`config.mk`:
```
export PLATFORM = sky130hd
export DESIGN_NAME = mem_arbiter
export DESIGN_NICKNAME = d
export VERILOG_FILES = /design/src/rtl/mem_arbiter.sv
export SDC_FILE = /design/constraint.sdc
export NUM_CORES = 1
export LEC_CHECK = 0
export CAP_MARGIN = 20
export CORE_AREA = 2 2 117 119
export CTS_CLUSTER_DIAMETER = 40
export DETAILED_ROUTE_END_ITERATION = 10
export DIE_AREA = 0 0 119 121
export DONT_BUFFER_PORTS = 1
export GPL_TIMING_DRIVEN = 0
export PLACE_DENSITY = 0.39
export SYNTH_ARGS = -nofsm -noshare
export SYNTH_HDL_FRONTEND = slang
export SYNTH_SLANG_ARGS = --single-unit
```
`constraint.sdc`:
```
create_clock -name clk -period 3.6 [get_ports clk]
set_input_delay 0.18 -clock clk [delete_from_list [all_inputs] [get_ports clk]]
set_output_delay 0.18 -clock clk [all_outputs]
set_load 0.03 [all_outputs]
```
`src/rtl/mem_arbiter.sv`:
```
// Two-port arbiter sharing one synchronous single-port RAM between an instruction
// fetch port and a data port, with fair tie-breaking and saturating stall counters.
module mem_arbiter (
  input  logic        clk,
  input  logic        rst,
  input  logic        inst_req,
  input  logic [31:0] inst_addr,
  output logic        inst_ack,
  output logic [31:0] inst_rdata,
  output logic        inst_err,
  input  logic        data_req,
  input  logic        data_we,
  input  logic [31:0] data_addr,
  input  logic [31:0] data_wdata,
  output logic        data_ack,
  output logic [31:0] data_rdata,
  output logic        data_err,
  output logic        ram_en,
  output logic        ram_we,
  output logic [31:0] ram_addr,
  output logic [31:0] ram_din,
  input  logic [31:0] ram_dout,
  input  logic        stat_clr,
  output logic [15:0] inst_stall_cnt,
  output logic [15:0] data_stall_cnt,
  output logic [1:0]  dbg_state
);

  // Handshake: a requester raises req with stable fields; the access is granted in an
  // IDLE cycle and completes with a single-cycle ack on the next cycle.
  typedef enum logic [1:0] {IDLE = 2'd0, WAIT_I = 2'd1, WAIT_D = 2'd2} state_e;

  state_e      state_q, state_d;
  logic        last_data_q, last_data_d;
  logic        err_q, err_d;
  logic        we_q, we_d;
  logic [15:0] inst_cnt_q, inst_cnt_d;
  logic [15:0] data_cnt_q, data_cnt_d;

  logic        grant_any;
  logic        grant_data;
  logic        misaligned;
  logic [31:0] sel_addr;

  always_comb begin
    state_d     = state_q;
    last_data_d = last_data_q;
    err_d       = err_q;
    we_d        = we_q;
    grant_any   = 1'b0;
    grant_data  = 1'b0;
    sel_addr    = inst_addr;
    misaligned  = 1'b0;
    case (state_q)
      IDLE: begin
        if (inst_req || data_req) begin
          grant_any   = 1'b1;
          // On a tie the port that did not win last time gets the RAM.
          grant_data  = data_req && (!inst_req || !last_data_q);
          sel_addr    = grant_data ? data_addr : inst_addr;
          misaligned  = (sel_addr[1:0] != 2'b00);
          err_d       = misaligned;
          we_d        = grant_data && data_we;
          last_data_d = grant_data;
          state_d     = grant_data ? WAIT_D : WAIT_I;
        end
      end
      WAIT_I:  state_d = IDLE;
      WAIT_D:  state_d = IDLE;
      default: state_d = IDLE;
    endcase
  end

  // The RAM strobe is gated by reset so nothing reaches memory while rst is low.
  assign ram_en   = rst && grant_any && !misaligned;
  assign ram_we   = ram_en && grant_data && data_we;
  assign ram_addr = {2'b00, sel_addr[31:2]};
  assign ram_din  = data_wdata;

  assign inst_ack   = (state_q == WAIT_I);
  assign inst_err   = inst_ack && err_q;
  assign inst_rdata = (inst_ack && !err_q) ? ram_dout : 32'd0;
  assign data_ack   = (state_q == WAIT_D);
  assign data_err   = data_ack && err_q;
  assign data_rdata = (data_ack && !err_q && !we_q) ? ram_dout : 32'd0;

  always_comb begin
    inst_cnt_d = inst_cnt_q;
    data_cnt_d = data_cnt_q;
    if (stat_clr) begin
      inst_cnt_d = 16'd0;
      data_cnt_d = 16'd0;
    end else begin
      if (inst_req && !inst_ack && inst_cnt_q != 16'hFFFF) inst_cnt_d = inst_cnt_q + 16'd1;
      if (data_req && !data_ack && data_cnt_q != 16'hFFFF) data_cnt_d = data_cnt_q + 16'd1;
    end
  end

  always_ff @(posedge clk or negedge rst) begin
    if (!rst) begin
      state_q     <= IDLE;
      last_data_q <= 1'b0;
      err_q       <= 1'b0;
      we_q        <= 1'b0;
      inst_cnt_q  <= 16'd0;
      data_cnt_q  <= 16'd0;
    end else begin
      state_q     <= state_d;
      last_data_q <= last_data_d;
      err_q       <= err_d;
      we_q        <= we_d;
      inst_cnt_q  <= inst_cnt_d;
      data_cnt_q  <= data_cnt_d;
    end
  end

  assign inst_stall_cnt = inst_cnt_q;
  assign data_stall_cnt = data_cnt_q;
  assign dbg_state      = state_q;

endmodule

```
After elaboration in Yosys (flattened, before gate mapping) --
Index checks and enable logic that the tools add are counted. W data, S select, Z words.
Storage, ports and cells: logic and storage cells 60, output and inout port bits 168, flip-flop bits (word level) 37, bits of input ports 134
Cells by class: equal/unequal tests 5, reductions and logical operators 29, add/sub/neg operators 2, multiplexer cells 18
Operator list (count):
- $mux W32 | 5
- $mux W16 | 4
- $add A16 B1 Y16 const B | 2
- $ne A16 B16 Y1 const B | 2
- $logic_and A1 B1 Y1 | 15
- $logic_not A1 Y1 | 7
- $mux W1 | 6
- $mux W2 | 3
- $reduce_bool A2 Y1 | 3
- $eq A2 B1 Y1 const B | 1
- $eq A2 B2 Y1 const B | 1
- $logic_not A2 Y1 | 1
- $logic_or A1 B1 Y1 | 2
- $ne A2 B2 Y1 const B | 1
- $reduce_and A2 Y1 | 1

Depth between registers and ports, before layout --
Gate-level depths: netlist of run 1.
word-level depth 11, depth in mapped cells 7, gate-level depth less buffers 5

Least setup slack after synthesis of run 1 --
OpenSTA, ideal clock, no wires.
path kind register to register, start point register data_cnt_q[0], in the netlist data_stall_cnt[0], end point register data_cnt_q[10], in the netlist data_stall_cnt[10], library setup time 78 ps, arrival time 2066 ps, path slack 1456 ps, buffers on the path 0, data required time 3522 ps, period minus slack after synthesis 2144 ps, cell stages (with the launch flop) 6, cells stage by stage dfrtp_1 ha_1 nand4_1 or4b_4 or4_1 a21oi_1
Between the ends: longest elaborated chain between the ends 3
Ends and longest elaborated chain:
- start: declaration | line 38 | logic [15:0] data_cnt_q, data_cnt_d;
- start signal: assignment | line 113 | data_cnt_q <= data_cnt_d;
- $add A16 B1 Y16 / $ne A16 B16 Y1 (equally long branches) | line 95 | if (data_req && !data_ack && data_cnt_q != 16'hFFFF) data_cnt_d = data_cnt_q + 16'd1;
- $mux W16 / $logic_and A1 B1 Y1 (equally long branches) | line 95
- $mux W16 / $reduce_bool A2 Y1 (equally long branches)
Parallel ways exist; a longest one is shown, timed or not. The select of a mux whose other input is x is not followed. A chain may end at the register's enable or synchronous reset.

Worst setup path in the final report of run 1 --
start point register state_q[1], in the netlist dbg_state[1], end point output port inst_rdata[29]
Between the ends: longest elaborated chain between the ends 3
Ends and longest elaborated chain:
- start: declaration | line 33 | state_e state_q, state_d;
- start signal: assignment | line 108 | state_q <= state_d;
- $eq A2 B1 Y1 | line 80 | assign inst_ack = (state_q == WAIT_I);
- net inst_ack | line 8 | output logic inst_ack,
- $logic_and A1 B1 Y1 | line 82 | assign inst_rdata = (inst_ack && !err_q) ? ram_dout : 32'd0;
- $mux W32 | line 82
- end: declaration | line 9 | output logic [31:0] inst_rdata,
The timed path passes the listed nets, and every way through them passes these cells.

==> flow_summary_export.csv, run 1 <==
group,metric,value,unit
run_status,status,"finished clean",
critical_path,path_cells,"nand2b_1, clkbuf_1, inv_1, clkbuf_1, and3_1",
logic_synthesis,yosys-top-cells-count,"nand2_1, dfrtp_1, and2_1, and3_1, buf_4",
clock_tree,clk-insertion-delay-late,0.29,ns
detailed_routing,drc,0,
timing,rsz0062_at_grt,"false",
timing,finalSetupViolCount,0,
placed_design,io_buffer_count,0,
logic_synthesis,synth.distinct_cells,39,
pwr,leakage,1.66,nW
timing,finalHoldViolCount,0,
clock_tree,cts_tree,"done",
critical_path,critPathMaxStageDelay,0.57,ns
global_route,track_usage,0.178,
logic_synthesis,yosysMostFrequentCell,"nand2_1",
detailed_routing,drt_iter0_markers,292,
placed_design,placed_area,3410,um^2
pwr,vdd_drop_max,0.000163,V
pwr,p_total,1.85,mW
critical_path,path_buf_inv,3,
critical_path,slowest_stage,"dfrtp_1",
logic_synthesis,syn_inst,439,
logic_synthesis,synth.largest_area_cell,"dfrtp_1",
timing,skew,0.0147,ns
logic_synthesis,seq_area_frac_synth,0.291,
placed_design,gp_congestion,0.819,
logic_synthesis,synth_area,3180,um^2
timing,slew_headroom,0.513,
critical_path,start_kind,"flop",
placed_design,place_ws,1.07,ns
placed_design,dp_hpwl,11300,um
clock_tree,cts-buffers-inserted,5,
run,drv_cap,0,
pwr,powerDensity,511,nW/um^2
timing,report.final.slew_viol_count,0,
clock_tree,root_buffer,"clkbuf_16",
timing,layout_setup_ws,0.887,ns
critical_path,crit_type,"flop to output pin",
timing,post-route-min-period,2.71,ns
detailed_routing,ant_nets,0,
die,core-area,13100,um^2
logic_synthesis,synth-seq-cells,37,
detailed_routing,drt_wl_total,13700,um
logic_synthesis,syn_avg_cell_area,7.24,um^2
detailed_routing,wire_per_inst,21.4,um
global_route,grt_antenna_before_repair,10,
clock_tree,cts_sinks,37,
cells_and_area,fillCellCount,1402,
timing,tns,0,ns
cells_and_area,regArea,926,um^2
global_route,grt_pass1_vias,2947,
logic_synthesis,synth_edf_count,0,
cells_and_area,multi_input_area,1870,um^2
cells_and_area,final_area,3620,um^2
cells_and_area,layout-drive-gt1-share,0.126,
global_route,grt_max_degree,38,
critical_path,arrival,2.53,ns
global_route,gr-total-overflow,0,
critical_path,worstPathMaxFanout,10,
timing,fin_crit_sh,0.754,
cells_and_area,final_util,0.277,
detailed_routing,via_per_inst,5.15,
die,rows,42,
die,ios,302,
logic_synthesis,yosysWarnings,0,
die,die_x,119,um
worst_hold_path,hold_path.class,"input pin to flop",
detailed_routing,drt-pass1-iter-count,5,
clock_tree,htreeDepth,2,
critical_path,crit_path_end_kind,"output pin",
logic_synthesis,synth_area_leaders,"dfrtp_1, nand2_1, buf_4, and2_1, and3_1",
clock_tree,postCtsSetupBuffers,0,
critical_path,critPathRequiredTime,3.42,ns
timing,max_freq,0.369,GHz
logic_synthesis,synth_top_cell_area_share,0.291,
cells_and_area,nNetsFinal,586,
global_route,grt_pass1_wl,19200,um
timing,worst_pin_slew,0.727,ns
clock_tree,clkTransAtPathRegs,0.06,ns
die,start_util,0.243,
logic_synthesis,async_flop_share,1.00,
critical_path,cp_top_family,"buffers and inverters",
cells_and_area,area_growth,14.1,%
die,dieHeight,121,um
die,die_area,14400,um^2
critical_path,crit_top_cell,"clkbuf_1",
detailed_routing,via_count,3302,
logic_synthesis,synth_ff_type,"dfrtp_1",
clock_tree,cts.path.max_buffers,2,
metal layers:
metal	GRT usage	part of all wire	vias up
li1	-	-	1551
met5	0	0.0025	-
met2	0.286	0.47	203
met3	0.0992	0.15	14
met4	0.0379	0.012	6
met1	0.207	0.36	1528
where the power goes:
group | switching, mW | total (mW) | internal [mW]
sequential | 0.0571 | 0.499 | 0.442
combinational | 0.729 | 0.895 | 0.165
clock | 0.197 | 0.458 | 0.261
cell type report:
class / instances / area share
Multi-Input combinational cell: 334 / 0.516
Sequential cell: 37 / 0.256
Buffer: 59 / 0.0963
Tap cell: 176 / 0.0608
Clock buffer: 5 / 0.0345
Timing Repair Buffer: 3 / 0.0104
Inverter: 10 / 0.0104
Antenna cell: 14 / 0.00967
Clock inverter: 3 / 0.00691
registers in the layout (all words and copies together) (netlist names):
| name | cells |
|---|---|
| data_stall_cnt | 16 |
| dbg_state | 2 |
| err_q | 1 |
| inst_stall_cnt | 16 |
| last_data_q | 1 |
| we_q | 1 |
placed cells by master (no fill, tap or decap), types with 14 or more instances in the layout:
| cell | instances |
|---|---|
| clkbuf_1 | 25 |
| and2_1 | 34 |
| dfrtp_1 | 37 |
| nand3_1 | 15 |
| nand2_1 | 105 |
| nor2_1 | 17 |
| and3_1 | 34 |
| a21oi_1 | 16 |
| diode_2 | 14 |
| buf_4 | 35 |
path summary, 6_finish.rpt:
kind                       cells past startpoint                              to  slack, ns                          start
setup / recovery                               5                  inst_rdata[29]       0.89       dbg_state[1]$_DFFE_PN0P_
hold / removal                                 2                we_q$_DFFE_PN0N_       0.08                        data_we
setup reg to reg                               6   data_stall_cnt[1]$_DFFE_PN0P_       1.11  data_stall_cnt[1]$_DFFE_PN0P_
hold reg to reg                                2                we_q$_DFFE_PN0N_       0.48               we_q$_DFFE_PN0N_
max in group asynchronous                      2        dbg_state[0]$_DFFE_PN0P_       2.99                            rst
min in group asynchronous                      2  data_stall_cnt[11]$_DFFE_PN0P_       0.37                            rst
cells by family (layout without fill, tap and decap cells):
logic type | count (synthesis) | in the layout | synth area share
and+or+nand+nor | 271 | 271 | 0.447
DFF | 37 | 37 | 0.291
adders and majority gates | 2 | 2 | 0.00788
buffers and inverters | 69 | 80 | 0.122
AOI/OAI and AO/OA | 53 | 53 | 0.110
other | 1 | 16 | 0.00118
muxes | 6 | 6 | 0.0213
stage by stage:
stage | hold slack [ns] | instances
2_1_floorplan | -0.116 | 440
5_1_grt | 0.106 | 627
3_5_place_dp | -0.114 | 617
6_report | 0.0794 | 641
4_1_cts | 0.0794 | 627
3_3_place_gp | -0.114 | 616
what timing repair did:
| item | 4_1_cts | 5_1_grt |
|---|---|---|
| endpoints found under the setup margin | 0 | 0 |
| gates resized for setup | 0 | 0 |
| endpoints found under the hold margin | 37 | 0 |
| hold buffers | 2 | 0 |
Note: power is estimated with default switching activity, not from simulation.
==> inputs of run 2 (changes only) <==
- clock period: 3.6 -> 2.6 ns (I/O delays scaled with it)
==> flow_summary_export.csv, run 2 (synthesis gave the netlist of run 1 again) <==
group,metric,value,unit
cells_and_area,layout-drive-gt1-share,0.149,
timing,fin_crit_sh,0.932,
placed_design,gp_congestion,0.819,
clock_tree,cts_tree,"done",
critical_path,critPathRequiredTime,2.47,ns
critical_path,start_kind,"flop",
critical_path,r2r.worst_path.cells,5,
die,dieHeight,121,um
critical_path,critPathMaxStageDelay,0.65,ns
global_route,grt_pass1_wl,19200,um
global_route,grt_max_degree,38,
cells_and_area,final_area,3640,um^2
die,rows,42,
pwr,leakage,1.68,nW
timing,max_freq,0.413,GHz
cells_and_area,fillCellCount,1400,
cells_and_area,final_cell_mix,"nand2_1, buf_4, and2_1, and3_1, dfrtp_1",
die,start_util,0.243,
cells_and_area,final_common_cell,"nand2_1",
pwr,swShare,0.531,
pwr,p_comb_frac,0.484,
run,drv_cap,0,
timing,slew_headroom,0.514,
run_status,status,"finished clean",
timing,whs,0.0300,ns
pwr,p_seq_frac,0.270,
detailed_routing,wire_per_inst,21.5,um
timing,finalHoldViolCount,0,
clock_tree,cts-buffers-inserted,5,
global_route,track_usage,0.178,
critical_path,worstSetupPathDepth,5,
critical_path,worstReg2RegStart,"dbg_state[1]$_DFFE_PN0P_",
pwr,p_int,1.21,mW
detailed_routing,drt_iter0_markers,299,
detailed_routing,drc,0,
critical_path,slowest_stage,"dfrtp_1",
placed_design,io_buffer_count,0,
critical_path,r2r-end,"data_stall_cnt[10]$_DFFE_PN0P_",
detailed_routing,via_count,3299,
timing,report.final.slew_viol_count,0,
clock_tree,clk-insertion-delay-late,0.29,ns
timing,skew,0.0151,ns
timing,rsz0062_at_grt,"false",
critical_path,rrSetupSlack,0.23,ns
critical_path,crit_type,"flop to output pin",
detailed_routing,ant_nets,0,
clock_tree,root_buffer,"clkbuf_16",
timing,worst_pin_slew,0.727,ns
die,die_x,119,um
cells_and_area,area_growth,14.7,%
critical_path,crit_path_end_kind,"output pin",
detailed_routing,via_per_inst,5.15,
critical_path,worstPathMaxFanout,10,
worst_hold_path,hold_path_end,"we_q$_DFFE_PN0N_",
cells_and_area,nNetsFinal,586,
clock_tree,cts.path.max_buffers,2,
clock_tree,cts_sinks,37,
critical_path,path_buf_inv,3,
critical_path,path_cells,"nand2b_1, clkbuf_1, inv_1, clkbuf_2, and3_1",
detailed_routing,drt-pass1-iter-count,4,
pwr,vdd_drop_max,0.000226,V
die,core-area,13100,um^2
placed_design,dp_hpwl,11300,um
pwr,powerDensity,707,nW/um^2
critical_path,arrival,2.29,ns
global_route,grt_pass1_vias,2947,
placed_design,place_ws,0.0680,ns
clock_tree,clkTransAtPathRegs,0.06,ns
die,die_area,14400,um^2
timing,layout_setup_ws,0.178,ns
timing,tns,0,ns
global_route,gr-total-overflow,0,
critical_path,cp_top_family,"buffers and inverters",
worst_hold_path,hold_path.class,"input pin to flop",
worst_hold_path,holdCritStartpoint,"data_we",
detailed_routing,drt_wl_total,13800,um
placed_design,placed_area,3410,um^2
timing,post-route-min-period,2.42,ns
global_route,grt_antenna_before_repair,10,
pwr,clockPowerShare,0.246,
clock_tree,htreeDepth,2,
pwr,power.switching,1.37,mW
die,ios,302,
timing,finalSetupViolCount,0,
worst_hold_path,hold_depth,2,
==> run 2: metrics by stage <==
step / util / total power [mW] / cells
2_1_floorplan: - / 1.72 / 440
3_3_place_gp: 0.260 / 1.92 / 616
3_5_place_dp: 0.260 / 1.93 / 617
4_1_cts: 0.274 / 2.59 / 627
5_1_grt: 0.276 / 2.70 / 627
6_report: 0.279 / 2.58 / 641
==> run 2: final cells by class <==
class | instances | area, um^2 | share of cell area
Antenna cell | 14 | 35.0 | 0.00961
Clock inverter | 3 | 25.0 | 0.00687
Multi-Input combinational cell | 334 | 1880 | 0.516
Buffer | 59 | 355 | 0.0975
Timing Repair Buffer | 3 | 37.5 | 0.0103
Tap cell | 176 | 220 | 0.0604
Sequential cell | 37 | 930 | 0.255
Clock buffer | 5 | 125 | 0.0343
Inverter | 10 | 37.5 | 0.0103
==> run 2: worst max path at each step <==
stage,end,start
floorplan,data_stall_cnt[10]$_DFFE_PN0P_,data_stall_cnt[0]$_DFFE_PN0P_
global placement,data_stall_cnt[1]$_DFFE_PN0P_,data_stall_cnt[1]$_DFFE_PN0P_
detailed placement,data_stall_cnt[1]$_DFFE_PN0P_,data_stall_cnt[1]$_DFFE_PN0P_
CTS,data_rdata[14],dbg_state[0]$_DFFE_PN0P_
global route,ram_addr[25],dbg_state[1]$_DFFE_PN0P_
finish,inst_rdata[29],dbg_state[1]$_DFFE_PN0P_
==> run 2: power groups by stage <==
stage / combinational [mW] / sequential (mW) / clock, mW
after floorplan: 1.04 / 0.682 / 0
after global placement: 1.22 / 0.702 / 0
after detailed placement: 1.23 / 0.703 / 0
after CTS: 1.25 / 0.691 / 0.646
after global routing: 1.33 / 0.702 / 0.672
final: 1.25 / 0.695 / 0.634
==> run 2: per-layer routing <==
metal	part of all wire	track usage
met1	0.36	0.207
met2	0.47	0.286
met3	0.15	0.0992
met4	0.012	0.0379
met5	0.0025	0
==> run 2: repair_timing <==
item	CTS	global route
endpoints found under the hold margin	37	0
setup endpoints to repair	10	57
hold buffers	2	0
buffers inserted	0	0
resized for setup	2	11
